==> src/rtl/pcm_fifo_sequencer.sv <==
// Record/playback sequencer that is the sole master of the sample FIFO's clr/wr/rd strobes.
// Latency: sample_tick -> fifo_wr/fifo_rd 1 cycle; fifo_rd -> pcm_valid 2 cycles; all outputs registered.
// Backpressure: fifo_full/word_count==DEPTH ends recording (sticky overflow); fifo_empty/word_count==0 ends playback.
module pcm_fifo_sequencer #(
    parameter int DBITS = 8,
    parameter int CBITS = 10,
    parameter int DEPTH = 1023
) (
    input  logic             clock,
    input  logic             reset,
    input  logic             rec_start,
    input  logic             play_start,
    input  logic             stop,
    input  logic             sample_tick,
    input  logic [DBITS-1:0] mic_data,
    input  logic             fifo_full,
    input  logic             fifo_empty,
    input  logic [DBITS-1:0] fifo_dout,
    output logic             fifo_clr,
    output logic             fifo_wr,
    output logic             fifo_rd,
    output logic [DBITS-1:0] fifo_din,
    output logic [DBITS-1:0] pcm_out,
    output logic             pcm_valid,
    output logic [CBITS-1:0] word_count,
    output logic [1:0]       state,
    output logic             overflow,
    output logic             play_done
);

    localparam logic [CBITS-1:0] DEPTH_C = CBITS'(DEPTH);
    localparam logic [CBITS-1:0] ONE_C   = CBITS'(1);

    // S_RD is the cycle fifo_rd is high; S_WAIT is the cycle fifo_dout is valid.
    // Both, like S_CLR, are reported externally as 2'b11.
    typedef enum logic [2:0] {
        S_IDLE,
        S_CLR,
        S_REC,
        S_PLAY,
        S_RD,
        S_WAIT
    } fsm_t;

    fsm_t             fsm_q, fsm_d;
    logic             clr_q, clr_d;
    logic             wr_q, wr_d;
    logic             rd_q, rd_d;
    logic [DBITS-1:0] din_q, din_d;
    logic [DBITS-1:0] pcm_q, pcm_d;
    logic             pvld_q, pvld_d;
    logic [CBITS-1:0] cnt_q, cnt_d;
    logic [1:0]       state_q, state_d;
    logic             ovf_q, ovf_d;
    logic             done_q, done_d;
    logic             stop_pend_q, stop_pend_d;

    // FSM state register; reset aborts any operation in flight.
    always_ff @(posedge clock or posedge reset) begin
        if (reset) begin
            fsm_q <= S_IDLE;
        end else begin
            fsm_q <= fsm_d;
        end
    end

    // Next state, FIFO strobes and bookkeeping; stop outranks rec_start, play_start, then sample_tick.
    always_comb begin
        fsm_d       = fsm_q;
        clr_d       = 1'b0;
        wr_d        = 1'b0;
        rd_d        = 1'b0;
        din_d       = din_q;
        pcm_d       = pcm_q;
        pvld_d      = 1'b0;
        cnt_d       = cnt_q;
        ovf_d       = ovf_q;
        done_d      = 1'b0;
        stop_pend_d = stop_pend_q;
        state_d     = 2'b00;

        case (fsm_q)
            S_IDLE: begin
                if (stop) begin
                    fsm_d = S_IDLE;
                end else if (rec_start) begin
                    fsm_d = S_CLR;
                    clr_d = 1'b1;
                    cnt_d = '0;
                    ovf_d = 1'b0;
                end else if (play_start && (cnt_q != '0) && !fifo_empty) begin
                    fsm_d = S_PLAY;
                end
            end
            S_CLR: begin
                // Any tick here is dropped; the clear must land before the first write.
                fsm_d = stop ? S_IDLE : S_REC;
            end
            S_REC: begin
                if (stop) begin
                    fsm_d = S_IDLE;
                end else if (sample_tick) begin
                    if (!fifo_full && (cnt_q < DEPTH_C)) begin
                        wr_d  = 1'b1;
                        din_d = mic_data;
                        cnt_d = cnt_q + ONE_C;
                    end else begin
                        ovf_d = 1'b1;
                        fsm_d = S_IDLE;
                    end
                end
            end
            S_PLAY: begin
                if (stop) begin
                    fsm_d = S_IDLE;
                end else if (sample_tick) begin
                    // The FIFO's own empty flag wins over our count if they disagree.
                    if (!fifo_empty && (cnt_q != '0)) begin
                        rd_d        = 1'b1;
                        cnt_d       = cnt_q - ONE_C;
                        stop_pend_d = 1'b0;
                        fsm_d       = S_RD;
                    end else begin
                        done_d = 1'b1;
                        fsm_d  = S_IDLE;
                    end
                end
            end
            S_RD: begin
                // A stop here is remembered so the sample in flight still completes.
                if (stop) begin
                    stop_pend_d = 1'b1;
                end
                fsm_d = S_WAIT;
            end
            S_WAIT: begin
                pcm_d       = fifo_dout;
                pvld_d      = 1'b1;
                stop_pend_d = 1'b0;
                fsm_d       = (stop || stop_pend_q) ? S_IDLE : S_PLAY;
            end
            default: begin
                fsm_d = S_IDLE;
            end
        endcase

        case (fsm_d)
            S_REC:                 state_d = 2'b01;
            S_PLAY:                state_d = 2'b10;
            S_CLR, S_RD, S_WAIT:   state_d = 2'b11;
            default:               state_d = 2'b00;
        endcase
    end

    // Output and bookkeeping registers; every output comes straight from one of these.
    always_ff @(posedge clock or posedge reset) begin
        if (reset) begin
            clr_q       <= 1'b0;
            wr_q        <= 1'b0;
            rd_q        <= 1'b0;
            din_q       <= '0;
            pcm_q       <= '0;
            pvld_q      <= 1'b0;
            cnt_q       <= '0;
            state_q     <= 2'b00;
            ovf_q       <= 1'b0;
            done_q      <= 1'b0;
            stop_pend_q <= 1'b0;
        end else begin
            clr_q       <= clr_d;
            wr_q        <= wr_d;
            rd_q        <= rd_d;
            din_q       <= din_d;
            pcm_q       <= pcm_d;
            pvld_q      <= pvld_d;
            cnt_q       <= cnt_d;
            state_q     <= state_d;
            ovf_q       <= ovf_d;
            done_q      <= done_d;
            stop_pend_q <= stop_pend_d;
        end
    end

    assign fifo_clr   = clr_q;
    assign fifo_wr    = wr_q;
    assign fifo_rd    = rd_q;
    assign fifo_din   = din_q;
    assign pcm_out    = pcm_q;
    assign pcm_valid  = pvld_q;
    assign word_count = cnt_q;
    assign state      = state_q;
    assign overflow   = ovf_q;
    assign play_done  = done_q;

endmodule

==> config.mk <==
export PLATFORM = sky130hd
export DESIGN_NAME = pcm_fifo_sequencer
export DESIGN_NICKNAME = d
export VERILOG_FILES = /design/src/rtl/pcm_fifo_sequencer.sv
export SDC_FILE = /design/constraint.sdc
export NUM_CORES = 1
export LEC_CHECK = 0
export ABC_CLOCK_PERIOD_IN_PS = 4700
export BUFFER_PORTS_ARGS = -buffer_cell sky130_fd_sc_hd__buf_2
export CORE_MARGIN = 2
export CORE_UTILIZATION = 55
export DETAILED_ROUTE_END_ITERATION = 7
export PLACE_DENSITY_LB_ADDON = 0.12
export SYNTH_ARGS = -nofsm -noshare
export SYNTH_HDL_FRONTEND = slang
export SYNTH_SLANG_ARGS = --single-unit
export TNS_END_PERCENT = 100
==> constraint.sdc <==
create_clock -name clock -period 4.7 [get_ports clock]
set_input_delay 0.94 -clock clock [delete_from_list [all_inputs] [get_ports clock]]
set_output_delay 0.94 -clock clock [all_outputs]
set_load 0.01 [all_outputs]
==> load_flow_metrics.sql <==
INSERT INTO impl_metrics (metric_group, metric, value, unit) VALUES
('yosys', 'largest_area_contributor_in_the_netlist', 'dfrtp_1', ''),
('clock_network', 'tritoncts_num_sinks', '38', ''),
('setup_path', 'reg2reg_from', 'fsm_q[0]', ''),
('layout', 'multi_input_area', '996', 'um^2'),
('setup_path', 'critical_path_class', 'register to register', ''),
('die', 'initial_core_util', '58.6', '%'),
('power_and_ir_drop', 'power.sequential.fraction', '43.3', '%'),
('die', 'num_rows', '21', ''),
('layout', 'diodes', '0', ''),
('setup_path', 'worst-r2r-cell-count', '10', ''),
('clock_network', 'cell_chosen_for_the_clock_root', 'clkbuf_4', ''),
('setup_path', 'start_kind', 'register', ''),
('routing', 'drc_viols', '0', ''),
('routing', 'drtPass1Iterations', '4', ''),
('power_and_ir_drop', 'internal-power', '749', 'uW'),
('clock_network', 'cts_resized', '0', ''),
('yosys', 'synthDistinctLibCells', '49', ''),
('setup_path', 'worstSetupStartpoint', 'fsm_q[0]', ''),
('setup_path', 'crit_required', '4.94', 'ns'),
('sta', 'tns', '0', 'ns'),
('yosys', 'post_synth.cell_area_avg', '11.1', 'um^2'),
('yosys', 'ys_seq_area_share', '47.5', '%'),
('routing', 'antenna_violation_net_count_after_detailed_routing', '0', ''),
('die', 'fp.dieArea', '4140', 'um^2'),
('routing', 'wirelength', '4430', 'um'),
('outcome', 'run_status', 'completed', ''),
('sta', 'tightestPinTransition', '0.681', 'ns'),
('placed_design', 'finalWeightedCongestion', '0.930', ''),
('clock_network', 'clkTransAtPathRegs', '0.11', 'ns'),
('yosys', 'synthMuxAreaShare', '10.6', '%'),
('yosys', 'post_synth_and_or_nand_nor_area_fraction', '13.9', '%'),
('sta', 'setup-violations-final', '0', ''),
('layout', 'post_route_cell_area', '2440', 'um^2'),
('yosys', 'synth_nets', '214', ''),
('yosys', 'synth_most_common_cell', 'dfrtp_1', ''),
('power_and_ir_drop', 'p_leak', '0.00125', 'uW'),
('global_route', 'grt_max_degree', '25', ''),
('die', 'core_area', '3420', 'um^2'),
('die', 'die_w', '64.3', 'um'),
('yosys', 'post_synthesis_async_set_or_reset_flop_share', '100', '%'),
('routing', 'drtIter0Drc', '122', ''),
('global_route', 'antenna_found_initial', '0', ''),
('sta', 'slew_headroom', '54.4', '%'),
('setup_path', 'worst-endpoint-arrival', '3.28', 'ns'),
('layout', 'synthToLayoutAreaGrowth', '22.0', '%'),
('setup_path', 'rr_endpoint', 'word_count[9]', ''),
('clock_network', 'htree_levels', '2', ''),
('clock_network', 'cts_hold_buffers', '0', ''),
('global_route', 'grt_overflow_total', '0', ''),
('sta', 'final.setup.worst_slack', '1.66', 'ns'),
('sta', 'final-max-slew-violation-count', '0', ''),
('placed_design', 'place.port_buffers', '57', ''),
('setup_path', 'critical_path.max_fanout', '12', ''),
('sta', 'max_freq', '329', 'MHz'),
('placed_design', 'dp_hpwl', '3380', 'um'),
('layout', 'layout.cells.non_filler', '289', ''),
('yosys', 'netlist_instances', '181', ''),
('yosys', 'parity_gate_share_of_the_synthesized_area_counting_xor_and_xnor_cells', '3.50', '%'),
('die', 'io-pin-count', '58', ''),
('layout', 'layout_fillers', '254', ''),
('setup_path', 'cp-endpoint', 'word_count[9]', ''),
('power_and_ir_drop', 'peakVddDrop', '0.332', 'mV'),
('power_and_ir_drop', 'power.share.clock', '24.5', '%'),
('sta', 'hold_viol_final', '0', ''),
('die', 'die-height', '64.3', 'um'),
('yosys', 'dominant_combinational_cell_family_by_area_after_synthesis', 'compound AO/OA/AOI/OAI gates', ''),
('routing', 'vias_per_cell', '5.79', ''),
('global_route', 'number_of_global_route_vias_before_repair', '1617', ''),
('power_and_ir_drop', 'power-per-cell-area', '457', 'nW/um^2'),
('yosys', 'synth.top_cells.by_area', 'dfrtp_1 (48%), mux2_2 (9.6%), ha_1 (5.0%), xnor2_1 (2.2%), nand2_1 (2.1%)', ''),
('global_route', 'grt_use_total', '23.6', '%');
-- sequential cells by signal, summed over array words and instances, names as in the netlist, 2 cells and up --
| register | count |
|---|---|
| fsm_q | 3 |
| word_count | 10 |
| pcm_out | 8 |
| fifo_din | 8 |
| state | 2 |
-- area by class of cell --
class | instances | share of cell area (%)
clock buffer | 5 | 1.54
clock inverter | 3 | 2.82
inverter | 10 | 1.54
multi-input combinational | 129 | 40.8
sequential | 38 | 39.0
tap | 46 | 2.36
timing repair buffer | 58 | 12.0
-- per-stage QoR --
stage          hold slack [ns]  total power (uW)
2_1_floorplan            0.540               714
3_3_place_gp             0.479               831
3_5_place_dp             0.490               851
4_1_cts                  0.518              1130
5_1_grt                  0.533              1190
6_report                 0.513              1120
-- layout by cell type (no fill, tap or decap), types with 3 or more instances in the layout --
cell type and instances:
buf_2 57, nor3_1 7, nor2_1 8, nand4_1 4, inv_1 9, clkbuf_4 5
nand2_1 11, xor2_1 3, mux2_2 17, o21ai_0 5, dfrtp_1 38, xnor2_1 5
a21o_1 5, a22o_1 3, ha_1 8, a31oi_1 3, nor4_1 4, o31ai_1 5
a21oi_1 7
-- per-layer routing --
layer / global-route usage (%) / wire (um) / vias to the layer above
li1: - / - / 794
met1: 29.3 / 1870 / 803
met2: 40.2 / 2210 / 66
met3: 5.46 / 250 / 9
met4: 8.51 / 97 / 0
met5: 0 / 0 / -
-- power groups by stage --
| stage | Sequential, uW | Combinational, uW | Clock, uW |
|---|---|---|---|
| 2_1_floorplan | 508 | 205 | 0 |
| 3_3_place_gp | 483 | 348 | 0 |
| 3_5_place_dp | 490 | 361 | 0 |
| 4_1_cts | 483 | 363 | 279 |
| 5_1_grt | 497 | 395 | 296 |
| 6_report | 483 | 360 | 274 |
-- critical path, stage by stage (launching register included) --
cell     delay [ns]
dfrtp_1        0.56
nor2b_1        0.32
nand2_1        0.09
inv_1          0.34
ha_1           0.31
o21ai_0        0.12
or3_1          0.37
a31oi_2        0.24
mux2i_1        0.10
a221o_2        0.30
a31o_1         0.18
-- how the worst min path moves through the flow --
stage                       endpoint        from  depth (start not counted)  slack [ns]
after floorplan             overflow    overflow                          1        0.54
after global placement      overflow    overflow                          1        0.48
after detailed placement    overflow    overflow                          1        0.49
after CTS                 pcm_out[1]  pcm_out[1]                          1        0.52
after global routing      pcm_out[0]  pcm_out[0]                          1        0.53
final                     pcm_out[4]  pcm_out[4]                          1        0.51
-- kinds of logic (layout without fill, tap and decap cells) --
family	after synthesis	after routing
XOR/XNOR	8	8
flip-flops	38	38
buffers and inverters	14	76
multiplexers	19	19
AND/OR/NAND/NOR	51	51
AO/OA/AOI/OAI	42	42
adder cells (fa/ha/maj)	9	9
(Power assumes the default switching activity.)
